**config.mk**
```make
export PLATFORM = sky130hd
export DESIGN_NAME = pc_unit
export DESIGN_NICKNAME = d
export VERILOG_FILES = /design/src/rtl/pc_pkg.sv /design/src/rtl/pc_next_sel.sv /design/src/rtl/pc_unit.sv
export SDC_FILE = /design/constraint.sdc
export NUM_CORES = 1
export LEC_CHECK = 0
export ABC_AREA = 1
export BUFFER_PORTS_ARGS = -buffer_cell sky130_fd_sc_hd__buf_2
export CAP_MARGIN = 40
export CORE_ASPECT_RATIO = 1.5
export CORE_MARGIN = 2
export CORE_UTILIZATION = 45
export CTS_CLUSTER_DIAMETER = 40
export CTS_CLUSTER_SIZE = 16
export DETAILED_ROUTE_END_ITERATION = 10
export GPL_ROUTABILITY_DRIVEN = 1
export GPL_TIMING_DRIVEN = 0
export PLACE_DENSITY_LB_ADDON = 0.15
export SYNTH_ARGS = -nofsm -noshare
export SYNTH_HDL_FRONTEND = slang
export SYNTH_SLANG_ARGS = --single-unit
export TNS_END_PERCENT = 1
```
**constraint.sdc**
```tcl
create_clock -name clk -period 3.9 [get_ports clk]
set_clock_uncertainty 0.05 [all_clocks]
set_input_delay 0.78 -clock clk [delete_from_list [all_inputs] [get_ports clk]]
set_output_delay 0.78 -clock clk [all_outputs]
set_load 0.1 [all_outputs]
```
**src/rtl/pc_pkg.sv**
```systemverilog
// pc_pkg: shared state type, default vectors and alignment helper for the fetch PC
package pc_pkg;
  typedef enum logic {SEQ, SLOT} pc_state_e;
  localparam logic [31:0] PC_RESET_VECTOR = 32'h0000_0000;
  localparam logic [31:0] PC_EXC_VECTOR = 32'h8000_0180;
  function automatic logic [31:0] align_mask(input int unsigned insn_bytes);
    return 32'(insn_bytes - 1);
  endfunction
endpackage

```
**src/rtl/pc_next_sel.sv**
```systemverilog
// pc_next_sel: combinational priority mux computing the next program-counter state
module pc_next_sel import pc_pkg::*; #(
  parameter int WIDTH = 32,
  parameter int INSN_BYTES = 4,
  parameter int DELAY_SLOT = 1,
  parameter logic [WIDTH-1:0] EXC_VECTOR = WIDTH'(PC_EXC_VECTOR)
) (
  input  logic             stall_i,
  input  logic             br_valid_i,
  input  logic [WIDTH-1:0] br_target_i,
  input  logic             exc_valid_i,
  input  logic             eret_i,
  input  pc_state_e        state_i,
  input  logic [WIDTH-1:0] pc_i,
  input  logic [WIDTH-1:0] tgt_i,
  input  logic [WIDTH-1:0] epc_i,
  input  logic             bd_i,
  input  logic [WIDTH-1:0] badaddr_i,
  output pc_state_e        state_d_o,
  output logic [WIDTH-1:0] pc_d_o,
  output logic [WIDTH-1:0] tgt_d_o,
  output logic [WIDTH-1:0] epc_d_o,
  output logic             bd_d_o,
  output logic             addr_err_d_o,
  output logic [WIDTH-1:0] badaddr_d_o
);
  localparam logic [WIDTH-1:0] INC = WIDTH'(INSN_BYTES);
  localparam logic [WIDTH-1:0] MASK = WIDTH'(align_mask(INSN_BYTES));
  logic slot, misaligned;
  assign slot = state_i == SLOT;
  assign misaligned = br_valid_i && !slot && !stall_i && (br_target_i & MASK) != '0;
  always_comb begin
    state_d_o = state_i;
    pc_d_o = pc_i;
    tgt_d_o = tgt_i;
    epc_d_o = epc_i;
    bd_d_o = bd_i;
    addr_err_d_o = 1'b0;
    badaddr_d_o = badaddr_i;
    if (exc_valid_i) begin
      pc_d_o = EXC_VECTOR;
      state_d_o = SEQ;
      tgt_d_o = '0;
      epc_d_o = slot ? pc_i - INC : pc_i;
      bd_d_o = slot;
    end else if (eret_i) begin
      pc_d_o = epc_i;
      state_d_o = SEQ;
    end else if (misaligned) begin
      pc_d_o = EXC_VECTOR;
      epc_d_o = pc_i;
      bd_d_o = 1'b0;
      badaddr_d_o = br_target_i;
      addr_err_d_o = 1'b1;
    end else if (!stall_i) begin
      // a branch sitting in the delay slot itself is dropped
      if (slot) begin
        pc_d_o = tgt_i;
        state_d_o = SEQ;
      end else if (br_valid_i && DELAY_SLOT != 0) begin
        pc_d_o = pc_i + INC;
        tgt_d_o = br_target_i;
        state_d_o = SLOT;
      end else begin
        pc_d_o = br_valid_i ? br_target_i : pc_i + INC;
      end
    end
  end
endmodule

```
**src/rtl/pc_unit.sv**
```systemverilog
// pc_unit: fetch-stage program counter with delay slot, exceptions and ERET
module pc_unit import pc_pkg::*; #(
  parameter int WIDTH = 32,
  parameter int INSN_BYTES = 4,
  parameter logic [WIDTH-1:0] RESET_VECTOR = WIDTH'(PC_RESET_VECTOR),
  parameter logic [WIDTH-1:0] EXC_VECTOR = WIDTH'(PC_EXC_VECTOR),
  parameter int DELAY_SLOT = 1
) (
  input  logic             clk,
  input  logic             rst,
  input  logic             stall,
  input  logic             br_valid,
  input  logic [WIDTH-1:0] br_target,
  input  logic             exc_valid,
  input  logic             eret,
  output logic [WIDTH-1:0] pc_out,
  output logic             in_slot,
  output logic [WIDTH-1:0] epc_out,
  output logic             bd_out,
  output logic             addr_err,
  output logic [WIDTH-1:0] badaddr_out
);
  pc_state_e state_q, state_d;
  logic [WIDTH-1:0] pc_q, pc_d, tgt_q, tgt_d, epc_q, epc_d, badaddr_q, badaddr_d;
  logic bd_q, bd_d, addr_err_q, addr_err_d;
  pc_next_sel #(
    .WIDTH(WIDTH), .INSN_BYTES(INSN_BYTES), .DELAY_SLOT(DELAY_SLOT), .EXC_VECTOR(EXC_VECTOR)
  ) u_sel (
    .stall_i(stall), .br_valid_i(br_valid), .br_target_i(br_target),
    .exc_valid_i(exc_valid), .eret_i(eret),
    .state_i(state_q), .pc_i(pc_q), .tgt_i(tgt_q), .epc_i(epc_q), .bd_i(bd_q), .badaddr_i(badaddr_q),
    .state_d_o(state_d), .pc_d_o(pc_d), .tgt_d_o(tgt_d), .epc_d_o(epc_d), .bd_d_o(bd_d),
    .addr_err_d_o(addr_err_d), .badaddr_d_o(badaddr_d)
  );
  // the datapath samples on the falling edge
  always_ff @(negedge clk) begin
    if (rst) begin
      state_q <= SEQ;
      pc_q <= RESET_VECTOR;
      tgt_q <= '0;
      epc_q <= '0;
      bd_q <= 1'b0;
      addr_err_q <= 1'b0;
      badaddr_q <= '0;
    end else begin
      state_q <= state_d;
      pc_q <= pc_d;
      tgt_q <= tgt_d;
      epc_q <= epc_d;
      bd_q <= bd_d;
      addr_err_q <= addr_err_d;
      badaddr_q <= badaddr_d;
    end
  end
  assign pc_out = pc_q;
  assign in_slot = state_q == SLOT;
  assign epc_out = epc_q;
  assign bd_out = bd_q;
  assign addr_err = addr_err_q;
  assign badaddr_out = badaddr_q;
endmodule

```
==> results of run 1 <==
-- worst paths after layout --
check                                       end  slack (ns)  cells after the start             from
worst max-delay path                 pc_out[15]      -0.005                     10     br_target[0]
worst min-delay path            badaddr_out[19]        0.39                      2  badaddr_out[19]
worst max register to register      epc_out[26]        1.77                     11        pc_out[2]
worst min register to register  badaddr_out[19]        0.39                      2  badaddr_out[19]
-- per-layer routing --
layer | global-route usage [%] | wire, um | vias to the layer above | share of wire [%]
met5 | 0 | 0 | - | 0
met4 | 19.5 | 1260 | 0 | 4.9
met3 | 8.72 | 2100 | 90 | 8.2
met2 | 52.3 | 12600 | 419 | 49
met1 | 35.3 | 9640 | 3632 | 38
li1 | - | - | 3875 | -
-- cell families after synthesis --
family	count (synthesis)	synth area share (%)
flops	131	38.6
fa+ha+maj	2	0.368
buf+inv	196	11.9
simple gates	393	24.8
xor+xnor	27	3.48
compound gates	268	20.9
-- flip-flops by register name (all words and copies together) (netlist names) --
signal and count:
epc_out 32, tgt_q 32, bd_out 1, in_slot 1
pc_out 32, addr_err 1, badaddr_out 32
-- final cells by class --
type,count,area [um2],share of cell area [%]
clock buffer,17,425,4.46
sequential,131,2670,28.0
timing repair buffer,136,1340,14.1
buffer,57,299,3.13
clock inverter,145,664,6.96
multi-input combinational,690,3370,35.3
inverter,138,523,5.48
tap,199,249,2.61
-- what timing repair did --
action	in CTS	in global routing
endpoints found under the setup margin	131	99
gates resized for setup	181	72
hold buffers	0	0
-- layout by cell type (no fill, tap or decap), types with 4 or more instances in the layout --
master	count
nor2_4	4
dfxtp_4	9
xor2_1	26
nor3_1	6
a21oi_1	116
inv_1	258
inv_6	5
nand4_1	9
dfxtp_2	14
a31oi_1	8
o21ai_0	114
nor2_2	10
buf_6	34
a211oi_1	7
nor2_1	122
inv_4	4
o211ai_1	9
inv_2	8
clkbuf_16	17
clkbuf_1	23
buf_8	10
nand3_2	4
nand2_1	179
o21ai_1	5
clkbuf_2	10
buf_4	45
dfxtp_1	108
buf_2	49
nand3_1	51
buf_12	18
-- power breakdown --
group	internal (W)	switching, W	total, W	leakage [nW]
Combinational	0.000162	0.000480	0.000643	2.39
Sequential	0.00139	0.0000436	0.00143	1.08
Clock	0.00115	0.00107	0.00222	0.996
-- stage by stage --
step	utilization, %	TNS, ns	setup WS, ns
detailed placement	51.7	-53.26	-0.701
floorplan	-	0	0.00329
global placement	51.7	-50.75	-0.700
CTS	62.4	-0.00784	-0.00784
global route	63.9	-0.303	-0.0714
finish	63.9	-0.00512	-0.00512
-- worst reg2reg max path, cell delays in order, from the launching register on --
cell,delay (ns)
dfxtp_1,0.33
buf_2,0.20
inv_1,0.11
ha_1,0.17
nand3_1,0.13
nor2_2,0.25
nand3_1,0.17
nor2_2,0.20
xor2_1,0.20
nand2_1,0.07
nand3_1,0.08
inv_1,0.05
==> impl_results.md, run 1 <==
- Syn avg cell area: 6.68 um2
- LEAKAGE: 4.47 nW
- Synth area leaders: dfxtp_1 39%, nand2_1 10%, a21oi_1 8.5%, o21ai_0 8.5%, inv_1 7.1%
- Slew Limit Fails: 0
- Die height: 154 um
- Most common cell in the netlist: nand2_1
- PD cells: 450 nW/um2
- Critical path required time: 2.27 ns
- CTS tree: built
- Synth top area share: approximately 39%
- Placed cell count: 1352
- Iteration-0 DRC Markers: 694
- Post-DRT Antenna Nets: 0
- Htree depth: 4
- Fill count: 1425
- Top post-synthesis cells by count: 180 x nand2_1, 131 x dfxtp_1, 128 x inv_1
- Fin worst setup slack: -0.00512 ns
- Area Growth Syn to Fin: 40.6%
- Biggest area consumer among synthesized cells: dfxtp_1
- Global Route Usage Sum: 31.4%
- Sink Count: 131
- Slew HR: between 40% and 50%
- Register area share after synthesis: 38.6%
- Drt wl/cell: 16.9 um
- IO buf count: 135
- Initial core utilization: a little under half
- Top_reg_cell synth: dfxtp_1
- Vias per inst: 5.30
- Final cell count without fillers: around 1500
- Total gr overflow: 0
- Yosys warns: 0
- Seq cells post-synth: 131
- Final wirelength: 25600 um
- Largest net degree at the start of global routing: 17
- Post-CTS Setup Bufs: 0
- Hold Violations, Final: 0
- I/O pins: about 140
- Startpoint types: input port
- TritonRoute pass-1 iters: 6
- Worst-margin pin slew: approximately 0.76 ns
- Worst path top cell family by delay: simple AND/OR/NAND/NOR gates
- Core ar.: about 15000 um2
- Biggest cell delay along the critical path: 0.25 ns
- Net Count, Synth: 1057
- DRC: 0
- WHS: 0.388 ns
- Area after DPL: 7720 um2
- Clock Root Buffer: clkbuf_16
- Dpl hpwl: 18800 um
- Synth Instances: 1017
- Fraction of registers with async set or reset after synthesis: 0%
- Row Count: 55
- WS Path Type: input port to flop
- # setup viols final: 1
- Share of layout cells above drive strength 1: 19.4%
- First-pass GRT wire length: a little under 40000 um
- Die W: approximately 100 um
- NumNets Final: 1342
- Initial antenna violation count: 0
- Slowest CP cell: or2_1
- Status: complete, but fails checks
- Max Root-Sink Buffers: 2
- Maxcap violations: 0
- Via count: 8016
- Crit path buf inv count: 3
- Post-synth EDFFs: 0
- Worst path arrival time: between 2 and 2.5 ns
- Die area: 16100 um2
- Number of CTS-inserted buffers: 17
- Tot Pwr: 0.00429 W
- Crit path capture type: flop
- Final antenna diode count: 0
- Violations in the final reports: negative setup slack
- HP Class: flop to flop
- Clock slew at reported path FFs: approximately 0.040 ns
- Netlist cell types: 38
- Crit-path max FO: 10
- Final Cell Area: between 9000 and 10000 um2
- Global placer's final weighted congestion: 1.04
- Crit path cell chain: buf_2, or2_1, inv_1, nor2_4, nor2_4, nand2_4, buf_6, a21oi_1, o21ai_0, a21oi_1
- Vias in the first global route: a little under 8000
- Clock Latency Late Sink: ~0.47 ns
- Maximum VDD drop: roughly 0.26 mV
- Post-Syn Area: ~6800 um2
- RSZ-0062 raised after global routing: yes
(Power assumes the default switching activity.)
==> inputs of run 2 (changes only) <==
Settings changed: SKIP_CTS_REPAIR_TIMING from default to 1, TNS_END_PERCENT 1 to default.
==> run 2 against run 1 <==
Effect of this change: the run now ends clean; non-clock buffer count up 2; die area is the same; setup slack improved by 0.013 ns; combinational power grew 0.6%; first-iteration DRC count is 3.9% higher; total power increased by 0.19%; final area up 0.39%; critical path depth decreased by 9; utilization rose by 0.25 points; clock power about the same; largest power group unchanged.
==> impl_results.md, run 2 (synthesized netlist as in run 1, its figures left out) <==
- Commonest non-fill, non-tap cells in the layout: 256 x inv_1, 180 x nand2_1, 121 x nor2_1, 115 x a21oi_1, 112 x o21ai_0 (was 258 x inv_1, 179 x nand2_1, 122 x nor2_1, 116 x a21oi_1, 114 x o21ai_0)
- TNS Setup: 0 ns (was -0.00512 ns)
- Die area: 16100 um2 (unchanged)
- Area Growth Syn to Fin: 41.1% (was 40.6%)
- Core ar.: 14900 um2 (unchanged)
- # setup viols final: 0 (was 1)
- Sink Count: 131 (unchanged)
- Row Count: 55 (unchanged)
- Die height: 154 um (unchanged)
- Slew Limit Fails: 0 (unchanged)
- Number of CTS-inserted buffers: 17 (unchanged)
- PD cells: 449 nW/um2 (was 450 nW/um2)
- WS Path Type: flop to primary output (was input port to flop)
- Maxcap violations: 0 (unchanged)
- Total gr overflow: 0 (unchanged)
- Vias in the first global route: 7680 (was 7783)
- Clock Root Buffer: clkbuf_16 (unchanged)
- Top Usage Layer GRT: met2 (unchanged)
- LEAKAGE: 4.48 nW (was 4.47 nW)
- Vias per inst: 5.33 (was 5.30)
- Global Route Usage Sum: 31.0% (was 31.4%)
- HP Class: flop to flop (unchanged)
- Max Root-Sink Buffers: 2 (unchanged)
- Worst path arrival time: 3.06 ns (was 2.27 ns)
- Crit path capture type: primary output (was flop)
- M3 GR Usage: 8.72% (unchanged)
- Crit path cell chain: buf_6 (was buf_2, or2_1, inv_1, nor2_4, nor2_4, nand2_4, buf_6, a21oi_1, o21ai_0, a21oi_1)
- Slew HR: 51.5% (was 48.6%)
- Status: finished clean (was complete, but fails checks)
- Startpoint of the lowest-slack hold path: badaddr_out[16] (was badaddr_out[19])
- Met2 Use GR: 51.8% (was 52.3%)
- Dpl hpwl: 18800 um (unchanged)
- Global placer's final weighted congestion: 1.04 (unchanged)
- Iteration-0 DRC Markers: 721 (was 694)
- Area after DPL: 7720 um2 (unchanged)
- Maximum VDD drop: 0.259 mV (was 0.261 mV)
- NumNets Final: 1344 (was 1342)
- Met1 global-route usage: 34.7% (was 35.3%)
- Slowest CP cell: dfxtp_1 (was or2_1)
- Die W: 104 um (unchanged)
- Clock Latency Late Sink: 0.47 ns (about the same)
- Drt wl/cell: 17.0 um (was 16.9 um)
- Biggest cell delay along the critical path: 0.41 ns (was 0.25 ns)
- Hold Violations, Final: 0 (unchanged)
- Share of layout cells above drive strength 1: 19.9% (was 19.4%)
- Final Cell Area: 9580 um2 (was 9550 um2)
- First-pass GRT wire length: 38800 um (was 39300 um)
- Initial core utilization: 45.5% (unchanged)
- Clock slew at reported path FFs: 0.03 ns (was 0.04 ns)
- Post-DRT Antenna Nets: 0 (unchanged)
- Via count: 8078 (was 8016)
- Crit-path max FO: 3 (was 10)
- I/O pins: 137 (unchanged)
- RR Startpoint: pc_out[2] (unchanged)
- TritonRoute pass-1 iters: 6 (unchanged)
- Final wirelength: 25800 um (was 25600 um)
- Htree depth: 4 (unchanged)
- Worst path top cell family by delay: flip-flops (was simple AND/OR/NAND/NOR gates)
- Startpoint types: flop (was input port)
- IO buf count: 135 (unchanged)
- Critical path required time: 3.07 ns (was 2.27 ns)
- Crit path buf inv count: 1 (was 3)
- Largest net degree at the start of global routing: 17 (unchanged)
- DRC: 0 (unchanged)
- Final antenna diode count: 0 (unchanged)
- Critical Path Source: epc_out[8] (was br_target[0])
- Fill count: 1413 (was 1425)
- Worst-margin pin slew: 0.721 ns (was 0.764 ns)
- CTS tree: built (unchanged)
- Initial antenna violation count: 0 (unchanged)
- Most common cell after layout, fill and taps aside: inv_1 (unchanged)
[run 2: cell types whose count changed in the layout (fill, tap and decap cells not counted), moves of 2 or more]
cell,previous run,this run
inv_2,8,10
buf_4,45,41
inv_1,258,256
o21ai_1,5,7
o21ai_0,114,112
clkbuf_4,2,8
[run 2: per-stage QoR]
step / cells / setup WS [ns] / utilization, % / total power (W) / hold WS [ns]
detailed placement: 1352 / -0.701 / 51.7 / 0.00223 / 0.383
finish: 1515 / 0.00796 / 64.2 / 0.00430 / 0.388
global placement: 1351 / -0.700 / 51.7 / 0.00222 / 0.379
CTS: 1513 / -0.347 / 59.0 / 0.00426 / 0.389
floorplan: 1017 / 0.00329 / - / 0.00209 / 0.379
global route: 1515 / -0.00907 / 64.2 / 0.00453 / 0.407
[run 2: worst paths after layout]
path                           to  slack (ns)  cells past startpoint
setup / recovery       epc_out[8]       0.008                      1
hold / removal    badaddr_out[16]        0.39                      2
setup reg to reg      epc_out[26]        1.77                     11
hold reg to reg   badaddr_out[16]        0.39                      2
[run 2: metal layers]
| layer | share of wire, % | vias up |
|---|---|---|
| li1 | - | 3871 |
| met1 | 38 | 3682 |
| met2 | 49 | 434 |
| met3 | 8.0 | 91 |
| met4 | 5.3 | 0 |
| met5 | 0 | - |
[run 2: report_power, final]
group	switching, W	total [W]	leakage [nW]	internal (W)
sequential	0.0000444	0.00143	1.08	0.00139
combinational	0.000481	0.000647	2.40	0.000165
clock	0.00108	0.00222	0.996	0.00115
[run 2: cell type report]
cell class,count,area (um2),area share [%]
clock buffers,17,425,4.44
plain buffers,57,300,3.13
inverters,138,523,5.46
well taps,199,249,2.60
flip-flops and latches,131,2680,27.9
repair buffers,138,1370,14.3
clock inverters,145,664,6.93
multi-input cells,690,3380,35.2
==> inputs of run 3 (changes only) <==
Settings changed: CORE_UTILIZATION 45 to 50, SKIP_CTS_REPAIR_TIMING 1 to default, SLEW_MARGIN from default to 20.
==> run 3 against run 2 <==
Effect of this change: final area shrank 0.61%; sequential cell count is the same; global-route usage grew 3.7 points; sequential share of layout area grew 0.16 points; die area shrank 9.7%; sequential power is essentially flat; first-iteration DRC count shrank 5.5%; wire length grew 0.55%; clock-buffer cell count is the same; register-to-register slack lost 0.12 ns; critical endpoint is now pc_out[17]; largest cell class unchanged.
==> impl_results.md, run 3 (synthesized netlist as in run 1, its figures left out) <==
- R2R Setup Slk: 1.65 ns (was 1.77 ns)
- LEAKAGE: 4.47 nW (was 4.48 nW)
- TNS Setup: 0 ns (unchanged)
- Worst-margin pin slew: 0.724 ns (was 0.721 ns)
- Total gr overflow: 0 (unchanged)
- Tot Pwr: 0.00421 W (was 0.00430 W)
- Maximum VDD drop: 0.289 mV (was 0.259 mV)
- M3 GR Usage: 9.51% (was 8.72%)
- Htree depth: 4 (unchanged)
- Drt wl/cell: 17.5 um (was 17.0 um)
- HP Class: flop to flop (unchanged)
- # setup viols final: 0 (unchanged)
- Number of CTS-inserted buffers: 17 (unchanged)
- Crit-path max FO: 7 (was 3)
- Slew Limit Fails: 0 (unchanged)
- Worst path arrival time: 3.07 ns (was 3.06 ns)
- Met2 Use GR: 56.9% (was 51.8%)
- Maxcap violations: 0 (unchanged)
- Crit Reg-Reg Endpoint: epc_out[18] (was epc_out[26])
- TritonRoute pass-1 iters: 5 (was 6)
- Largest net degree at the start of global routing: 17 (unchanged)
- Share of layout cells above drive strength 1: 19.7% (was 19.9%)
- Iteration-0 DRC Markers: 681 (was 721)
- Fill count: 1168 (was 1413)
- CTS tree: built (unchanged)
- IO buf count: 135 (unchanged)
- Dpl hpwl: 18600 um (was 18800 um)
- R2r worst-path depth: 12 (was 11)
- RR Startpoint: pc_out[2] (unchanged)
- Crit path cell chain: buf_8 (was buf_6)
- DRC: 0 (unchanged)
- Post-DRT Antenna Nets: 0 (unchanged)
- Biggest cell delay along the critical path: 0.42 ns (was 0.41 ns)
- Met1 global-route usage: 39.4% (was 34.7%)
- Clock slew at reported path FFs: 0.04 ns (was 0.03 ns)
- Die W: 99.2 um (was 104 um)
- Slew HR: 51.7% (was 51.5%)
- Final wirelength: 25900 um (was 25800 um)
- Fin worst setup slack: 0.00218 ns (was 0.00796 ns)
- Vias in the first global route: 7842 (was 7680)
- Levels on crit path: 1 (unchanged)
- Crit path buf inv count: 1 (unchanged)
- Max Root-Sink Buffers: 2 (unchanged)
- Worst path top cell family by delay: flip-flops (unchanged)
- Placement Setup Slack: -0.700 ns (was -0.701 ns)
- Hold Violations, Final: 0 (unchanged)
- Startpoint of the lowest-slack hold path: badaddr_out[13] (was badaddr_out[16])
- Area Growth Syn to Fin: 40.3% (was 41.1%)
- PD cells: 442 nW/um2 (was 449 nW/um2)
- I/O pins: 137 (unchanged)
- Global Route Usage Sum: 34.7% (was 31.0%)
- Worst Hold End: badaddr_out[13] (was badaddr_out[16])
- NumNets Final: 1345 (was 1344)
- Row Count: 52 (was 55)
- Die area: 14500 um2 (was 16100 um2)
- Core ar.: 13400 um2 (was 14900 um2)
- Initial core utilization: 50.7% (was 45.5%)
- Commonest non-fill, non-tap cells in the layout: 258 x inv_1, 179 x nand2_1, 122 x nor2_1, 115 x o21ai_0, 115 x a21oi_1 (was 256 x inv_1, 180 x nand2_1, 121 x nor2_1, 115 x a21oi_1, 112 x o21ai_0)
- Global placer's final weighted congestion: 0.965 (was 1.04)
- Slowest CP cell: dfxtp_2 (was dfxtp_1)
- Status: finished clean (unchanged)
- Sink Count: 131 (unchanged)
- Vias per inst: 5.46 (was 5.33)
- Clock Latency Late Sink: 0.47 ns (about the same)
- First-pass GRT wire length: 39500 um (was 38800 um)
- Startpoint types: flop (unchanged)
- Clock Root Buffer: clkbuf_16 (unchanged)
- RSZ-0062 raised after global routing: yes
- Top Usage Layer GRT: met2 (unchanged)
- WS Path Type: flop to primary output (unchanged)
- Crit path capture type: primary output (unchanged)
- Initial antenna violation count: 0 (unchanged)
- Die height: 147 um (was 154 um)
- Via count: 8082 (was 8078)
- Most common cell after layout, fill and taps aside: inv_1 (unchanged)
- Critical path required time: 3.07 ns (about the same)
- Final antenna diode count: 0 (unchanged)
- Hold Path Stages: 2 (unchanged)
run 3: per-stage QoR:
stage / std cells / cell area, um2 / util (%) / hold slack, ns
6_report: 1480 / 9530 / 71.1 / 0.389
5_1_grt: 1480 / 9530 / 71.1 / 0.409
4_1_cts: 1477 / 9280 / 69.2 / 0.393
3_5_place_dp: 1315 / 7680 / 57.3 / 0.383
3_3_place_gp: 1314 / 7670 / 57.2 / 0.379
2_1_floorplan: 1017 / 6790 / - / 0.379
run 3: layout make-up:
cell class	instances	area [um2]	share of cell area [%]
Buffer	57	300	3.15
Multi-Input combinational cell	690	3390	35.6
Timing Repair Buffer	139	1360	14.3
Clock buffer	17	425	4.47
Inverter	138	523	5.49
Clock inverter	146	646	6.78
Sequential cell	131	2680	28.1
Tap cell	162	203	2.13
run 3: worst max-delay path by stage:
stage,start,endpoint,slack [ns]
floorplan,stall,epc_out[3],0.003
global placement,rst,pc_out[15],-0.67
detailed placement,rst,pc_out[6],-0.70
CTS,pc_out[4],pc_out[4],-0.007
global route,rst,epc_out[3],-0.04
finish,pc_out[17],pc_out[17],0.002
run 3: power breakdown:
| part | switching (W) | leakage (nW) | internal (W) |
|---|---|---|---|
| sequential | 0.0000445 | 1.08 | 0.00139 |
| clock | 0.00110 | 0.989 | 0.00103 |
| combinational | 0.000486 | 2.40 | 0.000165 |
run 3: what timing repair did:
item                                    in CTS  in global routing
gates resized for setup                    188                 69
cloned                                       0                  0
endpoints found under the setup margin     131                 93
buffers inserted                             0                  3
pin swaps                                    0                  2
hold buffers                                 0                  0
run 3: worst reg2reg max path, delay by kind of cell, from the launching register on:
family,cells,cell delay (ns)
xor gates and xnor gates,1,0.16
adders and majority gates,1,0.19
buffers and inverters,3,0.35
DFF,1,0.32
and+or+nand+nor,7,1.08
run 3: metal layers:
layer  wire, um  vias to the layer above
met4       1250                        0
met1       9630                     3639
met3       2050                       91
li1           -                     3890
met5          0                        -
met2      13000                      462
